`src/rtl/ram_ctrl_pkg.sv`:
```
// Shared types and default geometry for the RAM loader/arbiter slice.
// No logic: state encoding, widths and depth only.
package ram_ctrl_pkg;
  localparam int RAM_ADDR_W    = 4;
  localparam int RAM_DATA_W    = 8;
  localparam int RAM_DEPTH     = 2**RAM_ADDR_W;
  localparam int BOOT_HOLD_DEF = 2;

  typedef enum logic [2:0] {
    IDLE,
    LOAD,
    BOOT,
    RUN,
    HALTED
  } state_t;
endpackage

```
`src/rtl/ram_load_arbiter_if.sv`:
```
// Host byte-stream into the loader: valid/ready, one byte per accepted cycle.
// host_start opens (or reopens) a session; host_last marks the final byte.
interface ram_load_arbiter_if #(parameter int DATA_W = ram_ctrl_pkg::RAM_DATA_W);
  logic              host_start;
  logic              host_valid;
  logic [DATA_W-1:0] host_data;
  logic              host_last;
  logic              host_ready;

  modport master (output host_start, host_valid, host_data, host_last, input host_ready);
  modport slave  (input host_start, host_valid, host_data, host_last, output host_ready);
endinterface

```
`src/rtl/ram_port_mux.sv`:
```
// Steers the single RAM port: registered loader write while ram_mode=1, else CPU pass-through.
// Purely combinational (0-cycle); CPU writes are blocked while the CPU sits in HALTED.
module ram_port_mux
  import ram_ctrl_pkg::*;
#(
  parameter int ADDR_W = RAM_ADDR_W,
  parameter int DATA_W = RAM_DATA_W
) (
  input  state_t            state,
  input  logic              ram_mode,
  input  logic              ld_we,
  input  logic [ADDR_W-1:0] ld_addr,
  input  logic [DATA_W-1:0] ld_wdata,
  input  logic              cpu_we,
  input  logic [ADDR_W-1:0] cpu_addr,
  input  logic [DATA_W-1:0] cpu_wdata,
  output logic              ram_we,
  output logic [ADDR_W-1:0] ram_addr,
  output logic [DATA_W-1:0] ram_wdata
);
  always_comb begin
    ram_we    = ld_we;
    ram_addr  = ld_addr;
    ram_wdata = ld_wdata;
    if (!ram_mode) begin
      ram_addr  = cpu_addr;
      ram_wdata = cpu_wdata;
      ram_we    = cpu_we && (state != HALTED);
    end
  end
endmodule

```
`src/rtl/ram_load_arbiter.sv`:
```
// Loads host bytes into RAM with the CPU held in reset, then hands the RAM port to the CPU.
// Loader writes land 1 cycle after acceptance; host_ready is high only in LOAD.
module ram_load_arbiter
  import ram_ctrl_pkg::*;
#(
  parameter int ADDR_W    = RAM_ADDR_W,
  parameter int DATA_W    = RAM_DATA_W,
  parameter int BOOT_HOLD = BOOT_HOLD_DEF
) (
  input  logic              clk,
  input  logic              reset,
  ram_load_arbiter_if.slave host,
  input  logic              cpu_halt,
  input  logic [ADDR_W-1:0] cpu_addr,
  input  logic              cpu_we,
  input  logic [DATA_W-1:0] cpu_wdata,
  output logic [ADDR_W-1:0] ram_addr,
  output logic [DATA_W-1:0] ram_wdata,
  output logic              ram_we,
  output logic              ram_mode,
  output logic              cpu_reset_n,
  output logic [ADDR_W:0]   load_count,
  output logic [DATA_W-1:0] checksum,
  output logic              load_err,
  output logic              running
);
  localparam int DEPTH = 2**ADDR_W;
  localparam int CNT_W = $clog2(BOOT_HOLD + 1);

  state_t            state, state_nxt;
  logic [ADDR_W-1:0] ptr;
  logic [CNT_W-1:0]  boot_cnt;
  logic              ld_we;
  logic [ADDR_W-1:0] ld_addr;
  logic [DATA_W-1:0] ld_wdata;
  logic              host_ready;
  logic              accept;
  logic              last_slot;
  logic              start_load;

  assign host.host_ready = host_ready;
  assign accept     = (state == LOAD) && host.host_valid;
  assign last_slot  = (load_count == (ADDR_W+1)'(DEPTH - 1));
  assign start_load = (state_nxt == LOAD) && (state != LOAD);

  always_ff @(posedge clk or negedge reset) begin
    if (!reset) state <= IDLE;
    else        state <= state_nxt;
  end

  // BOOT spans the final write cycle plus BOOT_HOLD further cycles
  always_comb begin
    state_nxt   = state;
    host_ready  = 1'b0;
    ram_mode    = 1'b1;
    cpu_reset_n = 1'b0;
    running     = 1'b0;
    case (state)
      IDLE: if (host.host_start) state_nxt = LOAD;
      LOAD: begin
        host_ready = 1'b1;
        if (host.host_valid && (host.host_last || last_slot)) state_nxt = BOOT;
      end
      BOOT: if (boot_cnt == CNT_W'(BOOT_HOLD)) state_nxt = RUN;
      RUN: begin
        ram_mode    = 1'b0;
        cpu_reset_n = 1'b1;
        running     = 1'b1;
        if (host.host_start) state_nxt = LOAD;
        else if (cpu_halt)   state_nxt = HALTED;
      end
      HALTED: begin
        ram_mode    = 1'b0;
        cpu_reset_n = 1'b1;
        if (host.host_start) state_nxt = LOAD;
      end
      default: state_nxt = IDLE;
    endcase
  end

  always_ff @(posedge clk or negedge reset) begin
    if (!reset) begin
      ptr        <= '0;
      boot_cnt   <= '0;
      ld_we      <= 1'b0;
      ld_addr    <= '0;
      ld_wdata   <= '0;
      load_count <= '0;
      checksum   <= '0;
      load_err   <= 1'b0;
    end else begin
      ld_we    <= accept;
      boot_cnt <= (state == BOOT) ? boot_cnt + 1'b1 : '0;
      if (accept) begin
        ld_addr    <= ptr;
        ld_wdata   <= host.host_data;
        ptr        <= ptr + 1'b1;
        load_count <= (load_count == (ADDR_W+1)'(DEPTH)) ? load_count : load_count + 1'b1;
        checksum   <= checksum + host.host_data;
        if (last_slot && !host.host_last) load_err <= 1'b1;
      end
      if (start_load) begin
        ptr        <= '0;
        load_count <= '0;
        checksum   <= '0;
        load_err   <= 1'b0;
      end
    end
  end

  ram_port_mux #(.ADDR_W(ADDR_W), .DATA_W(DATA_W)) u_mux (
    .state     (state),
    .ram_mode  (ram_mode),
    .ld_we     (ld_we),
    .ld_addr   (ld_addr),
    .ld_wdata  (ld_wdata),
    .cpu_we    (cpu_we),
    .cpu_addr  (cpu_addr),
    .cpu_wdata (cpu_wdata),
    .ram_we    (ram_we),
    .ram_addr  (ram_addr),
    .ram_wdata (ram_wdata)
  );
endmodule

```
`src/flat_wrapper.sv`:
```
// flat-port wrapper written by rule: the top's interface ports become plain ports
module ram_load_arbiter_flat import ram_ctrl_pkg::*;
#(
  parameter int ADDR_W    = RAM_ADDR_W,
  parameter int DATA_W    = RAM_DATA_W,
  parameter int BOOT_HOLD = BOOT_HOLD_DEF
)
  (clk, reset, cpu_halt, cpu_addr, cpu_we, cpu_wdata, ram_addr, ram_wdata, ram_we, ram_mode, cpu_reset_n, load_count, checksum, load_err, running, host_host_start, host_host_valid, host_host_data, host_host_last, host_host_ready);
  ram_load_arbiter_if #(.DATA_W(DATA_W)) host_i ();
  input  logic clk;
  input  logic reset;
  input  logic cpu_halt;
  input  logic [ADDR_W-1:0] cpu_addr;
  input  logic cpu_we;
  input  logic [DATA_W-1:0] cpu_wdata;
  output logic [ADDR_W-1:0] ram_addr;
  output logic [DATA_W-1:0] ram_wdata;
  output logic ram_we;
  output logic ram_mode;
  output logic cpu_reset_n;
  output logic [ADDR_W:0] load_count;
  output logic [DATA_W-1:0] checksum;
  output logic load_err;
  output logic running;
  input wire logic [$bits(host_i.host_start)-1:0] host_host_start;
  input wire logic [$bits(host_i.host_valid)-1:0] host_host_valid;
  input wire logic [$bits(host_i.host_data)-1:0] host_host_data;
  input wire logic [$bits(host_i.host_last)-1:0] host_host_last;
  output wire logic [$bits(host_i.host_ready)-1:0] host_host_ready;
  assign host_i.host_start = host_host_start;
  assign host_i.host_valid = host_host_valid;
  assign host_i.host_data = host_host_data;
  assign host_i.host_last = host_host_last;
  assign host_host_ready = host_i.host_ready;
  ram_load_arbiter #(.ADDR_W(ADDR_W), .DATA_W(DATA_W), .BOOT_HOLD(BOOT_HOLD)) u_core (.clk(clk), .reset(reset), .host(host_i), .cpu_halt(cpu_halt), .cpu_addr(cpu_addr), .cpu_we(cpu_we), .cpu_wdata(cpu_wdata), .ram_addr(ram_addr), .ram_wdata(ram_wdata), .ram_we(ram_we), .ram_mode(ram_mode), .cpu_reset_n(cpu_reset_n), .load_count(load_count), .checksum(checksum), .load_err(load_err), .running(running));
endmodule
```
`config.mk`:
```
export PLATFORM = sky130hd
export DESIGN_NAME = ram_load_arbiter_flat
export DESIGN_NICKNAME = d
export VERILOG_FILES = /design/src/rtl/ram_ctrl_pkg.sv /design/src/rtl/ram_load_arbiter_if.sv /design/src/rtl/ram_port_mux.sv /design/src/rtl/ram_load_arbiter.sv /design/src/flat_wrapper.sv
export SDC_FILE = /design/constraint.sdc
export NUM_CORES = 1
export LEC_CHECK = 0
export ABC_AREA = 1
export CAP_MARGIN = 30
export CORE_ASPECT_RATIO = 0.5
export CORE_UTILIZATION = 30
export CTS_CLUSTER_DIAMETER = 80
export CTS_CLUSTER_SIZE = 28
export DETAILED_ROUTE_END_ITERATION = 16
export PLACE_DENSITY_LB_ADDON = 0.2
export SLEW_MARGIN = 15
export SYNTH_ARGS = -nofsm -noshare
export SYNTH_HDL_FRONTEND = slang
export SYNTH_HIERARCHICAL = 1
export SYNTH_SLANG_ARGS = --single-unit
```
`constraint.sdc`:
```
create_clock -name clk -period 4.85 [get_ports clk]
set_clock_uncertainty 0.2 [all_clocks]
set_input_delay 0.97 -clock clk [delete_from_list [all_inputs] [get_ports clk]]
set_output_delay 0.97 -clock clk [all_outputs]
set_load 0.01 [all_outputs]
```
==> summary.txt <==
run status: finished clean
cts bufs inserted: 5
Synth cell types: 28
Setup Buffers After CTS: 0
most common cell after layout, fill and taps aside: nand2_1
Worst path max stage delay: 560 ps
CTS max path bufs: 2
critical path class: register to primary output
antenna cell count: 0
H-Tree Depth: 2
Seq/Total Area, Yosys: 42.9%
min Tclk post-route: 3530 ps
chip height: 61.2 um
most frequent cells in the layout: nand2_1, clkdlybuf4s50_1, inv_1
Syn Area/Cell: 7.64 sq um
Reg2Reg Setup Slack: 3050 ps
Remaining DRCs: 0
Hold WS: 223 ps
WP buf/inv: 3
Critical-path top delay cell: clkdlybuf4s50_1
mapped cell area: 0.00210 sq mm
initial DRC count: 53
I/O Buffers: 57
sequential cell area: 901 sq um
Worst Reg-to-Reg Cells: 6
yosys warns: 6
DP HPWL: 3520 um
Final Instance Area: 0.00288 sq mm
Async SR Flop Fraction: 100%
headroom to the max-slew limit: 45.7%
I/O pin count: 58
FF+latch count, synth: 36
critical-path maximum fanout: 28
Placed Area: 0.00275 sq mm
delay-heaviest family, CP: buffers and inverters
crit path DAT: 2360 ps
P_leak: 1.46 nW
RD Place Congestion: 0.779
max-slew violations: 0
DP Cell Count: 420
vias per cell: 4.38
Post-CTS Resized: 0
min-delay src: u_core/boot_cnt[0]
share of layout cells above drive strength 1: 5.97%
Main synth FF type: dfrtp_1
vias in the first global route: 1669
Total Nets Final: 375
Max Cap Violations: 0
Power Dens Cells: 555 mW/mm^2
Root Buffer: clkbuf_16
Non-Filler Instances: 427
worst-path cell chain: nand2_1 > inv_1 > nor2_1 > nor2_1 > inv_1 > nand2_1 > o21ai_0 > clkdlybuf4s50_1
crit start category: register
core area: 0.00673 sq mm
Setup crit end: ram_wdata[4]
via count: 1872
Req. time, crit path: 3680 ps
Post-synth EDFFs: 0
routed len/inst: 10.9 um
Final period util: 72.8%
largest net degree at the start of global routing: 37
Starting Density: 31.2%
CTS Hold Bufs: 0
endpoints failing hold: 0
count of final setup violators: 0
CP startpoint: u_core/state[0]
clock sinks: 36
Worst R2R End: u_core/checksum[4]
post-synthesis cell count: 275
DRT Wirelength: 4660 um
unrepaired setup endpoints after global routing: false
Tightest Hold Check Type: register to register
first-pass GRT wire length: 7660 um
syn nets: 315
CTS tree: yes
antenna violations before repair: 0
reg2reg start: u_core/checksum[0]
Reg clk slew, reported paths: 50 ps
Die Wd: 120 um
WP depth: 8
maximum VDD drop: 0.134 mV
Worst setup EP type: primary output
total power draw: 1.60 mW
fillers: 702
Area Overhead vs Synth: 37.2%
Die Footprint: 0.00736 sq mm
GRT Overall Usage: 13.4%
grt total ovfl: 0
drt pass-1 iters: 4
Max Freq: 0.283 GHz
Least-Margin Pin Slew: 815 ps
Site Rows: 21
DRT antenna net count: 0
final sum of negative setup slack: 0 ps
clk_lat worst skew: 270 ps
Multi-input gate area: 988 sq um
[sequential cells by signal, summed over array words and instances (netlist names)]
name,flops
u_core/checksum,8
u_core/ld_wdata,8
u_core/load_count,5
u_core/ld_addr,4
u_core/ptr,4
u_core/state,3
u_core/boot_cnt,2
u_core/ld_we,1
u_core/load_err,1
[synthesized netlist by cell type (3+ instances only)]
cell,instances,share of area [%]
nand2_1,95,17
inv_1,41,7.3
dfrtp_1,36,43
o21ai_0,23,5.5
nor2_1,16,2.9
ha_1,12,7.1
nand3_1,12,2.9
xor2_1,5,2.1
a21oi_1,4,0.95
nand4_1,4,1.2
inv_2,3,0.54
nor3_1,3,0.71
[area by class of cell]
cell class	count	share of cell area [%]
flip-flops and latches	36	31.3
repair buffers	58	19.9
well taps	92	3.99
multi-input cells	189	34.3
clock inverters	1	0.174
inverters	45	5.95
clock buffers	6	4.47
[power breakdown]
group | switching (mW) | total (mW) | internal [mW]
clock network | 0.111 | 0.297 | 0.186
logic | 0.435 | 0.820 | 0.384
registers | 0.0774 | 0.484 | 0.407
total | 0.623 | 1.60 | 0.978
[per-stage QoR]
stage / utilization (%) / setup WS, ps
after floorplan: - / 2120
after global placement: 40.9 / 1510
after detailed placement: 40.9 / 1500
after CTS: 42.9 / 1270
after global routing: 42.9 / 1050
final: 42.9 / 1320
[metal layers]
layer,track usage (%),part of all wire (%),up-vias
li1,-,-,971
met1,17.7,50,870
met2,22.2,46,29
met3,3.80,4.0,2
met4,3.17,0.54,0
met5,0,0,-
[worst min-delay path by stage]
stage,endpoint,slack [ps],cells after the start
finish,u_core/boot_cnt[0],220,1
global route,u_core/boot_cnt[0],260,1
CTS,u_core/boot_cnt[0],230,1
detailed placement,u_core/boot_cnt[0],220,1
global placement,u_core/boot_cnt[0],210,1
floorplan,u_core/boot_cnt[0],200,1
[logic make-up (layout without fill, tap and decap cells)]
| family | after synthesis | in the layout | share of synthesized area [%] |
|---|---|---|---|
| simple gates | 137 | 137 | 27.4 |
| xor+xnor | 7 | 7 | 2.92 |
| flops | 36 | 36 | 42.9 |
| compound gates | 32 | 32 | 8.64 |
| buf+inv | 50 | 110 | 10.1 |
| fa+ha+maj | 13 | 13 | 8.10 |
Note: power is estimated with default switching activity, not from simulation.
